--- config.mk ---
export PLATFORM = sky130hd
export DESIGN_NAME = proc_io_bank
export DESIGN_NICKNAME = d
export VERILOG_FILES = /design/src/rtl/proc_io_bank.sv
export SDC_FILE = /design/constraint.sdc
export NUM_CORES = 1
export LEC_CHECK = 0
export CELL_PAD_IN_SITES_DETAIL_PLACEMENT = 1
export CELL_PAD_IN_SITES_GLOBAL_PLACEMENT = 2
export CORE_ASPECT_RATIO = 1.25
export CORE_MARGIN = 2
export CORE_UTILIZATION = 35
export CTS_CLUSTER_DIAMETER = 80
export DETAILED_ROUTE_END_ITERATION = 7
export GPL_TIMING_DRIVEN = 0
export PLACE_DENSITY_LB_ADDON = 0.08
export RECOVER_POWER = 50
export REMOVE_ABC_BUFFERS = 1
export SLEW_MARGIN = 20
export SYNTH_ARGS = -nofsm -noshare
export SYNTH_HDL_FRONTEND = slang
export SYNTH_SLANG_ARGS = --single-unit
--- constraint.sdc ---
create_clock -name clk -period 3.3 [get_ports clk]
set_input_delay 0.99 -clock clk [delete_from_list [all_inputs] [get_ports clk]]
set_output_delay 0.99 -clock clk [all_outputs]
set_load 0.02 [all_outputs]
--- src/rtl/proc_io_bank.sv ---
// Buffered I/O bank: one FIFO per input and output channel between the
// processor core (strobe/address/stall) and external valid/ready streams.
module proc_io_bank #(
    parameter int NUBITS = 32,
    parameter int NUIOIN = 2,
    parameter int NUIOOU = 2,
    parameter int FDEPTH = 4,
    localparam int AWI = (NUIOIN > 1) ? $clog2(NUIOIN) : 1,
    localparam int AWO = (NUIOOU > 1) ? $clog2(NUIOOU) : 1
) (
    input  logic                     clk,
    input  logic                     rst,
    input  logic                     proc_req_in,
    input  logic [AWI-1:0]           proc_addr_in,
    output logic [NUBITS-1:0]        proc_in_data,
    input  logic                     proc_out_en,
    input  logic [AWO-1:0]           proc_addr_out,
    input  logic [NUBITS-1:0]        proc_out_data,
    output logic                     proc_stall,
    input  logic [NUIOIN*NUBITS-1:0] ext_in_data,
    input  logic [NUIOIN-1:0]        ext_in_valid,
    output logic [NUIOIN-1:0]        ext_in_ready,
    output logic [NUIOOU*NUBITS-1:0] ext_out_data,
    output logic [NUIOOU-1:0]        ext_out_valid,
    input  logic [NUIOOU-1:0]        ext_out_ready
);
    localparam int PW = $clog2(FDEPTH);
    localparam int CW = PW + 1;

    logic [NUIOIN-1:0] in_empty;
    logic [NUIOIN-1:0] in_pop;
    logic [NUBITS-1:0] in_head [NUIOIN];
    logic [NUIOOU-1:0] out_full;
    logic [NUIOOU-1:0] out_push;
    logic              rd_stall;
    logic              wr_stall;

    for (genvar i = 0; i < NUIOIN; i++) begin : g_in
        logic [NUBITS-1:0] mem [FDEPTH];
        logic [PW-1:0]     wp;
        logic [PW-1:0]     rp;
        logic [CW-1:0]     cnt;
        logic              push;

        // Ready looks only at the current count, never at a same-cycle pop.
        assign ext_in_ready[i] = (cnt != CW'(FDEPTH));
        assign in_empty[i]     = (cnt == '0);
        assign push            = ext_in_valid[i] & ext_in_ready[i];
        assign in_head[i]      = in_empty[i] ? '0 : mem[rp];

        always_ff @(posedge clk) begin
            if (push) mem[wp] <= ext_in_data[i*NUBITS +: NUBITS];
        end

        always_ff @(posedge clk or posedge rst) begin
            if (rst) begin
                wp  <= '0;
                rp  <= '0;
                cnt <= '0;
            end else begin
                if (push) wp <= wp + 1'b1;
                if (in_pop[i]) rp <= rp + 1'b1;
                cnt <= cnt + CW'(push) - CW'(in_pop[i]);
            end
        end
    end

    for (genvar j = 0; j < NUIOOU; j++) begin : g_out
        logic [NUBITS-1:0] mem [FDEPTH];
        logic [PW-1:0]     wp;
        logic [PW-1:0]     rp;
        logic [CW-1:0]     cnt;
        logic              pop;

        assign out_full[j]      = (cnt == CW'(FDEPTH));
        assign ext_out_valid[j] = (cnt != '0);
        assign pop              = ext_out_valid[j] & ext_out_ready[j];
        assign ext_out_data[j*NUBITS +: NUBITS] =
            ext_out_valid[j] ? mem[rp] : '0;

        always_ff @(posedge clk) begin
            if (out_push[j]) mem[wp] <= proc_out_data;
        end

        always_ff @(posedge clk or posedge rst) begin
            if (rst) begin
                wp  <= '0;
                rp  <= '0;
                cnt <= '0;
            end else begin
                if (out_push[j]) wp <= wp + 1'b1;
                if (pop) rp <= rp + 1'b1;
                cnt <= cnt + CW'(out_push[j]) - CW'(pop);
            end
        end
    end

    // Addresses matching no channel fall through: data 0, no stall.
    always_comb begin
        proc_in_data = '0;
        rd_stall     = 1'b0;
        in_pop       = '0;
        for (int i = 0; i < NUIOIN; i++) begin
            if (proc_req_in && proc_addr_in == AWI'(i)) begin
                if (in_empty[i]) begin
                    rd_stall = 1'b1;
                end else begin
                    proc_in_data = in_head[i];
                    in_pop[i]    = 1'b1;
                end
            end
        end
    end

    always_comb begin
        out_push = '0;
        wr_stall = 1'b0;
        for (int j = 0; j < NUIOOU; j++) begin
            if (proc_out_en && proc_addr_out == AWO'(j)) begin
                if (out_full[j]) wr_stall = 1'b1;
                else out_push[j] = 1'b1;
            end
        end
    end

    assign proc_stall = rd_stall | wr_stall;

endmodule

# Yosys cells after proc, flatten, opt, wreduce, memory -nomap -nowiden
# Memory sizes are Yosys's and may differ from the RTL's.
# Index checks and enable logic that the tools add are counted.
dict set report totals {
  mem_bits_rw 512
  mem_count 4
  ff_bits 28
  input_bits 106
  elab_cells 81
  output_inout_bits 101
}
# name words width rd rd_ports_with_merged_regs write_ports line
set memory_table {}
lappend memory_table {{g_in[0].mem} 4 32 1 0 1 39} ;# logic [NUBITS-1:0] mem [FDEPTH];
lappend memory_table {{g_in[1].mem} 4 32 1 0 1 39}
lappend memory_table {{g_out[0].mem} 4 32 1 0 1 69} ;# logic [NUBITS-1:0] mem [FDEPTH];
lappend memory_table {{g_out[1].mem} 4 32 1 0 1 69}
dict set report classes {
  n_reduce_logical 8
  bitwise 7
  addsub 16
  muxes 30
  eq_ne 4
}
# operator count
set op_table {}
lappend op_table {{$mux W32} 6}
lappend op_table {{$mux W1} 24}
lappend op_table {{$add A2 B1 Y2 const B} 8}
lappend op_table {{$add A3 B1 Y3} 4}
lappend op_table {{$sub A3 B1 Y3} 4}
lappend op_table {{$eq A3 B3 Y1 const B} 2}
lappend op_table {{$logic_not A3 Y1} 2}
lappend op_table {{$ne A3 B3 Y1 const B} 2}
lappend op_table {{$reduce_bool A3 Y1} 2}
lappend op_table {{$and A1 B1 Y1} 4}
lappend op_table {{$logic_and A1 B1 Y1} 4}
lappend op_table {{$not A1 Y1} 2}
lappend op_table {{$or A1 B1 Y1} 1}

# Depth between registers and ports, before layout
# Gate-level depths: netlist of the first run.
dict set report depth {
  word_depth 6
  ltp_mapped 11
  mapped_depth_nobuf 10
}

# Worst setup path before layout of the first run
# No wires, ideal clock.
dict set report synth_timing {
  path_type {input port to output port}
  start {input proc_addr_in}
  end {output proc_in_data[10]}
  required_time_ns 2.310
  arrival_ns 1.850
  path_stages 4
  path_slack_ns 0.460
  n_path_buf 2
  cell_sequence {o311a_1 buf_2 clkbuf_1 a22o_1}
}
dict set report synth_between {
  elab_chain_cells 5
  elab_cells_between_ends 6
  cone_classes {3 x mux; 1 x bitwise; 2 x reduce/logical}
}
# item line
set synth_lines {}
lappend synth_lines {{from (decl)} 14} ;# input logic [AWI-1:0] proc_addr_in,
lappend synth_lines {{$not A1 Y1} 104} ;# if (proc_req_in && proc_addr_in == AWI'(i)) begin
lappend synth_lines {{$logic_and A1 B1 Y1} 104}
lappend synth_lines {{$mux W32} 104}
lappend synth_lines {{$mux W32} 105} ;# if (in_empty[i]) begin
lappend synth_lines {{$mux W32 *} 104}
lappend synth_lines {{to (decl)} 15} ;# output logic [NUBITS-1:0] proc_in_data,
# Mark *: on every way between the ends. The rest lies on a longest branch, timed or not.

# Worst setup path in the final report of the first run
dict set report layout_timing {
  start {input proc_req_in}
  end {output proc_in_data[22]}
}
dict set report layout_between {
  elab_chain_cells 4
  elab_cells_between_ends 5
  cone_classes {3 x mux; 2 x reduce/logical}
}
# item line
set layout_lines {}
lappend layout_lines {{from (decl)} 13} ;# input logic proc_req_in,
lappend layout_lines {{$logic_and A1 B1 Y1} 104}
lappend layout_lines {{$mux W32} 104}
lappend layout_lines {{$mux W32} 105}
lappend layout_lines {{$mux W32 *} 104}
# Marks and branches as above.

==> results of run 1 <==
-- routing by layer --
metal,track usage [%],vias up,routed length (um)
li1,-,4409,-
met1,19.4,5314,19800
met2,31.9,229,28300
met3,4.05,96,2680
met4,3.77,18,991
met5,0,-,115
-- cell usage in the layout, fill, tap and decap left out, types with 16 or more instances in the layout --
master,count
edfxtp_1,512
mux4_2,128
dlygate4sd3_1,98
and2_1,62
clkbuf_16,59
buf_2,47
buf_6,33
a22o_1,29
inv_1,23
ha_1,23
buf_12,22
buf_4,20
clkbuf_1,19
buf_16,17
xnor2_1,16
dfrtp_1,16
-- metrics by stage --
stage	hold slack (ns)	setup TNS, ns	utilization, %
2_1_floorplan	0.512	-1.93	-
3_3_place_gp	0.559	-539.96	39.8
3_5_place_dp	0.544	-35.75	40.9
4_1_cts	0.553	-0.808	44.8
5_1_grt	0.595	-1.56	44.9
6_report	0.547	-0.0832	44.9
-- state kept, by name, indices dropped and copies added, names as in the netlist --
register	cells
g_in.wp	4
g_in.mem	256
g_out.rp	4
g_out.mem	256
g_out.cnt	6
g_in.cnt	6
g_out.wp	4
g_in.rp	4
-- cell type report --
class	count	area, um2
clock inverters	26	319
repair buffers	278	3050
fillers	5508	32700
well taps	765	957
multi-input cells	321	4540
clock buffers	79	1570
diodes	5	12.5
flip-flops and latches	540	16100
inverters	23	86.3
-- worst min path at each step --
stage	end	slack [ns]	cells past startpoint
finish	g_in[1].wp[1]	0.55	1
global route	g_in[1].wp[1]	0.60	1
CTS	g_out[0].cnt[2]	0.55	1
detailed placement	g_out[1].cnt[2]	0.54	1
global placement	g_out[1].cnt[2]	0.56	1
floorplan	g_in[0].cnt[0]	0.51	1
-- Yosys cell counts (3+ instances only) --
master      n
and2_1     74
and3_1      8
buf_2      16
mux4_2    128
xnor2_1    16
mux2_2      3
buf_6       8
xor2_1      5
clkbuf_1   15
inv_1      23
or3_1       3
ha_1       23
buf_4      10
edfxtp_1  512
fa_1        4
a22o_1     32
dfrtp_1    28
nand2_1     4
-- critical path: stages --
cell and delay, ns:
clkdlybuf4s15_2 0.30, o311a_1 0.45, buf_4 0.26, a22o_1 0.16, buf_2 0.16
-- cell families (layout without fill, tap and decap cells) --
logic type	Yosys count	count (layout)	synth area share (%)
flops	540	540	76.9
compound gates	38	39	1.55
fa+ha+maj	27	27	1.76
buf+inv	72	406	1.85
other cells	0	5	0
simple gates	102	102	3.07
xor+xnor	21	21	0.879
mux	132	132	14.0
-- what timing repair did --
action / in CTS / in global routing
gates resized for setup: 426 / 49
gates cloned: 8 / 3
hold endpoints to repair: 0 / 0
endpoints found under the setup margin: 99 / 54
pin swaps: 20 / 17
buffers inserted: 33 / 7
-- where the power goes --
part | switching [W] | internal (W)
Clock | 0.00265 | 0.00379
Combinational | 0.00435 | 0.00426
Sequential | 0.000552 | 0.00881
Total | 0.00756 | 0.0169
==> impl_metrics.csv, run 1 <==
group,metric,value,unit
sta,drv_slew,20,
floorplan,die_x,223,um
sta,setup_violations,5,
yosys,synthFlopType,"edfxtp_1",
sta,period_needed,3.33,ns
yosys,avgSynthCellArea,22.4,um2
floorplan,io_pins,207,
critical_path,r2r-end,"g_in[0].mem[3][20]",
critical_path,start_kind,"input pin",
outcome,violations,"capacitance limit, slew limit, setup timing",
yosys,syn_area,0.0209,mm2
floorplan,die_area,0.0617,mm2
sta,skew,0.0146,ns
yosys,ys_top_cells_by_area,"edfxtp_1 74%, mux4_2 14%, dfrtp_1 3.4%",
routing,initialDrtViolationCount,515,
outcome,outcome,"complete, but fails checks",
hold_path,hp-class,"reg -> reg",
cts,holdBufCountCts,0,
yosys,synth-edff-count,512,
critical_path,worstPathRequired,2.31,ns
yosys,yosys_warnings,0,
critical_path,rrSetupSlack,0.53,ns
hold_path,worstHoldStart,"g_in[1].wp[1]",
sta,tightest_slew,1.68,ns
critical_path,critical_path.startpoint,"proc_req_in",
global_routing,grt_max_degree,33,
pwr,power,0.0244,W
cts,root_buffer,"clkbuf_16",
placed_design,place_area,0.0242,mm2
routing,vias,10066,
global_routing,grt_pass1_vias,11505,
placed_design,hpwlAfterDp,29900,um
critical_path,critical_path.max_fanout,5,
cells_and_area,final_nets,1353,
placed_design,dp_cells,1877,
placed_design,io_buffers,206,
floorplan,fp-row-count,100,
placed_design,preCtsSetupSlack,-0.962,ns
critical_path,critPathCapture,"proc_in_data[22]",
placed_design,routabilityCongestion,0.652,
yosys,yosys.area.top_type_share,73.5,%
routing,via_per_inst,4.94,
pwr,max-vdd-ir-drop,0.498,mV
floorplan,die_y,277,um
cts,cts_inserted_buffers,56,
cts,cts_tree,"built",
cts,cts_sinks,540,
critical_path,cp.arrival,2.34,ns
floorplan,core_area,0.0593,mm2
cells_and_area,final-instance-count-excl-fill,2037,
routing,drc,0,
critical_path,r2r-start,"g_in[0].cnt[1]",
routing,dr.pass1.iters,4,
sta,rsz0062_at_grt,"true",
sta,relSlewSlack,-12.1,%
sta,period_share,101,%
cts,path_clk_slew,0.06,ns
sta,fin_ws,-0.0287,ns
pwr,pwr_density_cell,916,mW/mm2
yosys,ys_seq_area_share,76.9,%
critical_path,reg2reg_depth,5,
routing,wl,51900,um
yosys,postSynthCellCount,932,
cells_and_area,fin_area,0.0266,mm2
cts,clk-insertion-delay-late,0.61,ns
global_routing,track_usage,17.0,%
routing,ant_nets,0,
global_routing,grt_pass1_wl,76800,um
critical_path,critPathCaptureType,"primary output",
critical_path,path_class,"in -> out",
yosys,synth.distinct_cells,32,
global_routing,grt.overflow.total,0,
job,max-cap-violations,1,
pwr,p_leak,9.08,nW
cts,htreeDepth,2,
yosys,synth-async-reset-ratio,5.19,%
yosys,yosysTopAreaCell,"edfxtp_1",
global_routing,antenna_found_initial,19,
yosys,ys_seq_elements,540,
floorplan,start_util,35.3,%
routing,wl_per_cell,25.5,um
cts,clk_path_buf_depth,3,
cells_and_area,syn2layout_area_growth,27.4,%
sta,fmax,0.300,GHz
sta,hold_viol_final,0,
cells_and_area,drive_gt1_share,32.1,%
No activity file was read; power rests on OpenSTA's default activity.
==> run 2, diff against run 1 <==
CORE_MARGIN = 4   (was 2)
PLACE_DENSITY = 0.77   (was default)
PLACE_DENSITY_LB_ADDON = default   (was 0.08)
==> impl_metrics.csv, run 2 (synthesis gave the netlist of run 1 again) <==
group,metric,value,unit
outcome,outcome,"complete, but fails checks",
outcome,violations,"setup timing",
pwr,swShare,31.3,%
floorplan,die_x,227,um
sta,period_share,103,%
pwr,p_int,0.0165,W
cts,cts_sinks,540,
sta,fmax,0.296,GHz
routing,vias,10183,
cts,root_buffer,"clkbuf_16",
pwr,p_leak,9.03,nW
cells_and_area,syn2layout_area_growth,26.8,%
global_routing,grt_max_degree,33,
placed_design,routabilityCongestion,0.678,
pwr,seqPwrFrac,39.1,%
routing,ant_nets,0,
cells_and_area,final_nets,1351,
placed_design,hpwlAfterDp,31400,um
pwr,pwr_density_cell,907,mW/mm2
critical_path,critPathCaptureType,"primary output",
cells_and_area,final-instance-count-excl-fill,2022,
cts,path_clk_slew,0.06,ns
cells_and_area,final_common_cell,"edfxtp_1",
sta,setup_violations,28,
critical_path,start_kind,"input pin",
job,max-cap-violations,0,
routing,initialDrtViolationCount,533,
placed_design,preCtsSetupSlack,-0.863,ns
cells_and_area,drive_gt1_share,33.0,%
pwr,max-vdd-ir-drop,0.640,mV
global_routing,grt_pass1_wl,76900,um
routing,wl_per_cell,25.6,um
placed_design,io_buffers,206,
routing,drc,0,
cts,cts_tree,"built",
cts,cts_inserted_buffers,53,
floorplan,die_area,0.0637,mm2
sta,period_needed,3.38,ns
sta,drv_slew,0,
routing,via_per_inst,5.04,
sta,fin_ws,-0.0833,ns
sta,rsz0062_at_grt,"true",
critical_path,critical_path.max_fanout,12,
cells_and_area,regArea,0.0161,mm2
pwr,power_frac_comb,37.5,%
critical_path,worstPathRequired,2.31,ns
global_routing,track_usage,16.4,%
global_routing,grt.overflow.total,0,
floorplan,core_area,0.0587,mm2
global_routing,grt_pass1_vias,11659,
cts,clk-insertion-delay-late,0.58,ns
cells_and_area,fill_cells,5395,
cts,clk_path_buf_depth,3,
floorplan,die_y,281,um
cells_and_area,fin_area,0.0265,mm2
hold_path,hp-class,"reg -> reg",
cells_and_area,final_cell_mix,"512 x edfxtp_1, 128 x mux4_2, 99 x dlygate4sd3_1",
pwr,p_sw,0.00752,W
sta,hold_viol_final,0,
sta,relSlewSlack,22.6,%
placed_design,dp_cells,1874,
pwr,power,0.0240,W
routing,dr.pass1.iters,4,
pwr,power.share.clock,23.4,%
floorplan,start_util,35.6,%
placed_design,place_area,0.0243,mm2
cells_and_area,multi_input_area,0.00454,mm2
cells_and_area,top_regs,"g_in.mem x256, g_out.mem x256",
sta,skew,0.0156,ns
critical_path,cp.arrival,2.39,ns
floorplan,io_pins,207,
floorplan,fp-row-count,99,
cts,holdBufCountCts,0,
routing,wl,51800,um
global_routing,antenna_found_initial,14,
sta,tightest_slew,1.16,ns
cts,htreeDepth,2,
critical_path,path_class,"in -> out",
run 2: worst paths after layout:
path	depth (start not counted)	end	slack [ns]	start
worst max-delay path	6	proc_in_data[1]	-0.08	proc_addr_in
worst min-delay path	1	g_in[1].cnt[0]	0.55	g_in[1].cnt[0]
worst max register to register	10	g_in[0].cnt[2]	0.64	g_in[0].cnt[1]
worst min register to register	1	g_in[1].cnt[0]	0.55	g_in[1].cnt[0]
max in group asynchronous	2	g_in[0].rp[1]	1.30	rst
min in group asynchronous	2	g_out[1].cnt[2]	1.15	rst
run 2: worst max-delay path, stage by stage:
cell and delay (ns):
dlygate4sd2_1 0.30, o311a_1 0.43, buf_12 0.16, buf_16 0.16, a22o_1 0.21, buf_6 0.14
run 2: cell type report:
| cell class | instances | area share, % |
|---|---|---|
| Tap cell | 757 | 3.57 |
| Multi-Input combinational cell | 320 | 17.1 |
| Timing Repair Buffer | 280 | 12.1 |
| Sequential cell | 540 | 60.7 |
| Inverter | 23 | 0.326 |
| Antenna cell | 7 | 0.0661 |
| Clock inverter | 29 | 0.736 |
| Clock buffer | 66 | 5.35 |
run 2: stage by stage:
stage	util, %	TNS (ns)	hold slack, ns
2_1_floorplan	-	-1.93	0.512
3_3_place_gp	40.2	-441.87	0.545
3_5_place_dp	41.4	-26.11	0.546
4_1_cts	45.3	-1.74	0.573
5_1_grt	45.1	-3.83	0.585
6_report	45.2	-0.845	0.548
run 2: timing repair:
action / 4_1_cts / 5_1_grt
resized for setup: 519 / 22
setup endpoints to repair: 99 / 63
pin swaps: 28 / 7
buffers inserted: 37 / 3
cloned: 11 / 0
hold endpoints to repair: 0 / 0
run 2: power groups by stage:
stage | Clock, W | Sequential [W] | Combinational (W)
after floorplan | 0 | 0.00971 | 0.00425
final | 0.00563 | 0.00940 | 0.00901
after global placement | 0 | 0.0102 | 0.00699
after CTS | 0.00583 | 0.00943 | 0.00935
after global routing | 0.00613 | 0.00951 | 0.00966
after detailed placement | 0 | 0.00960 | 0.00827
run 2: per-layer routing:
| metal | routed length [um] | vias to the layer above | GRT usage [%] |
|---|---|---|---|
| li1 | - | 4395 | - |
| met1 | 19000 | 5368 | 18.8 |
| met2 | 28300 | 305 | 30.6 |
| met3 | 3080 | 99 | 3.97 |
| met4 | 1280 | 16 | 4.33 |
| met5 | 91 | - | 0 |
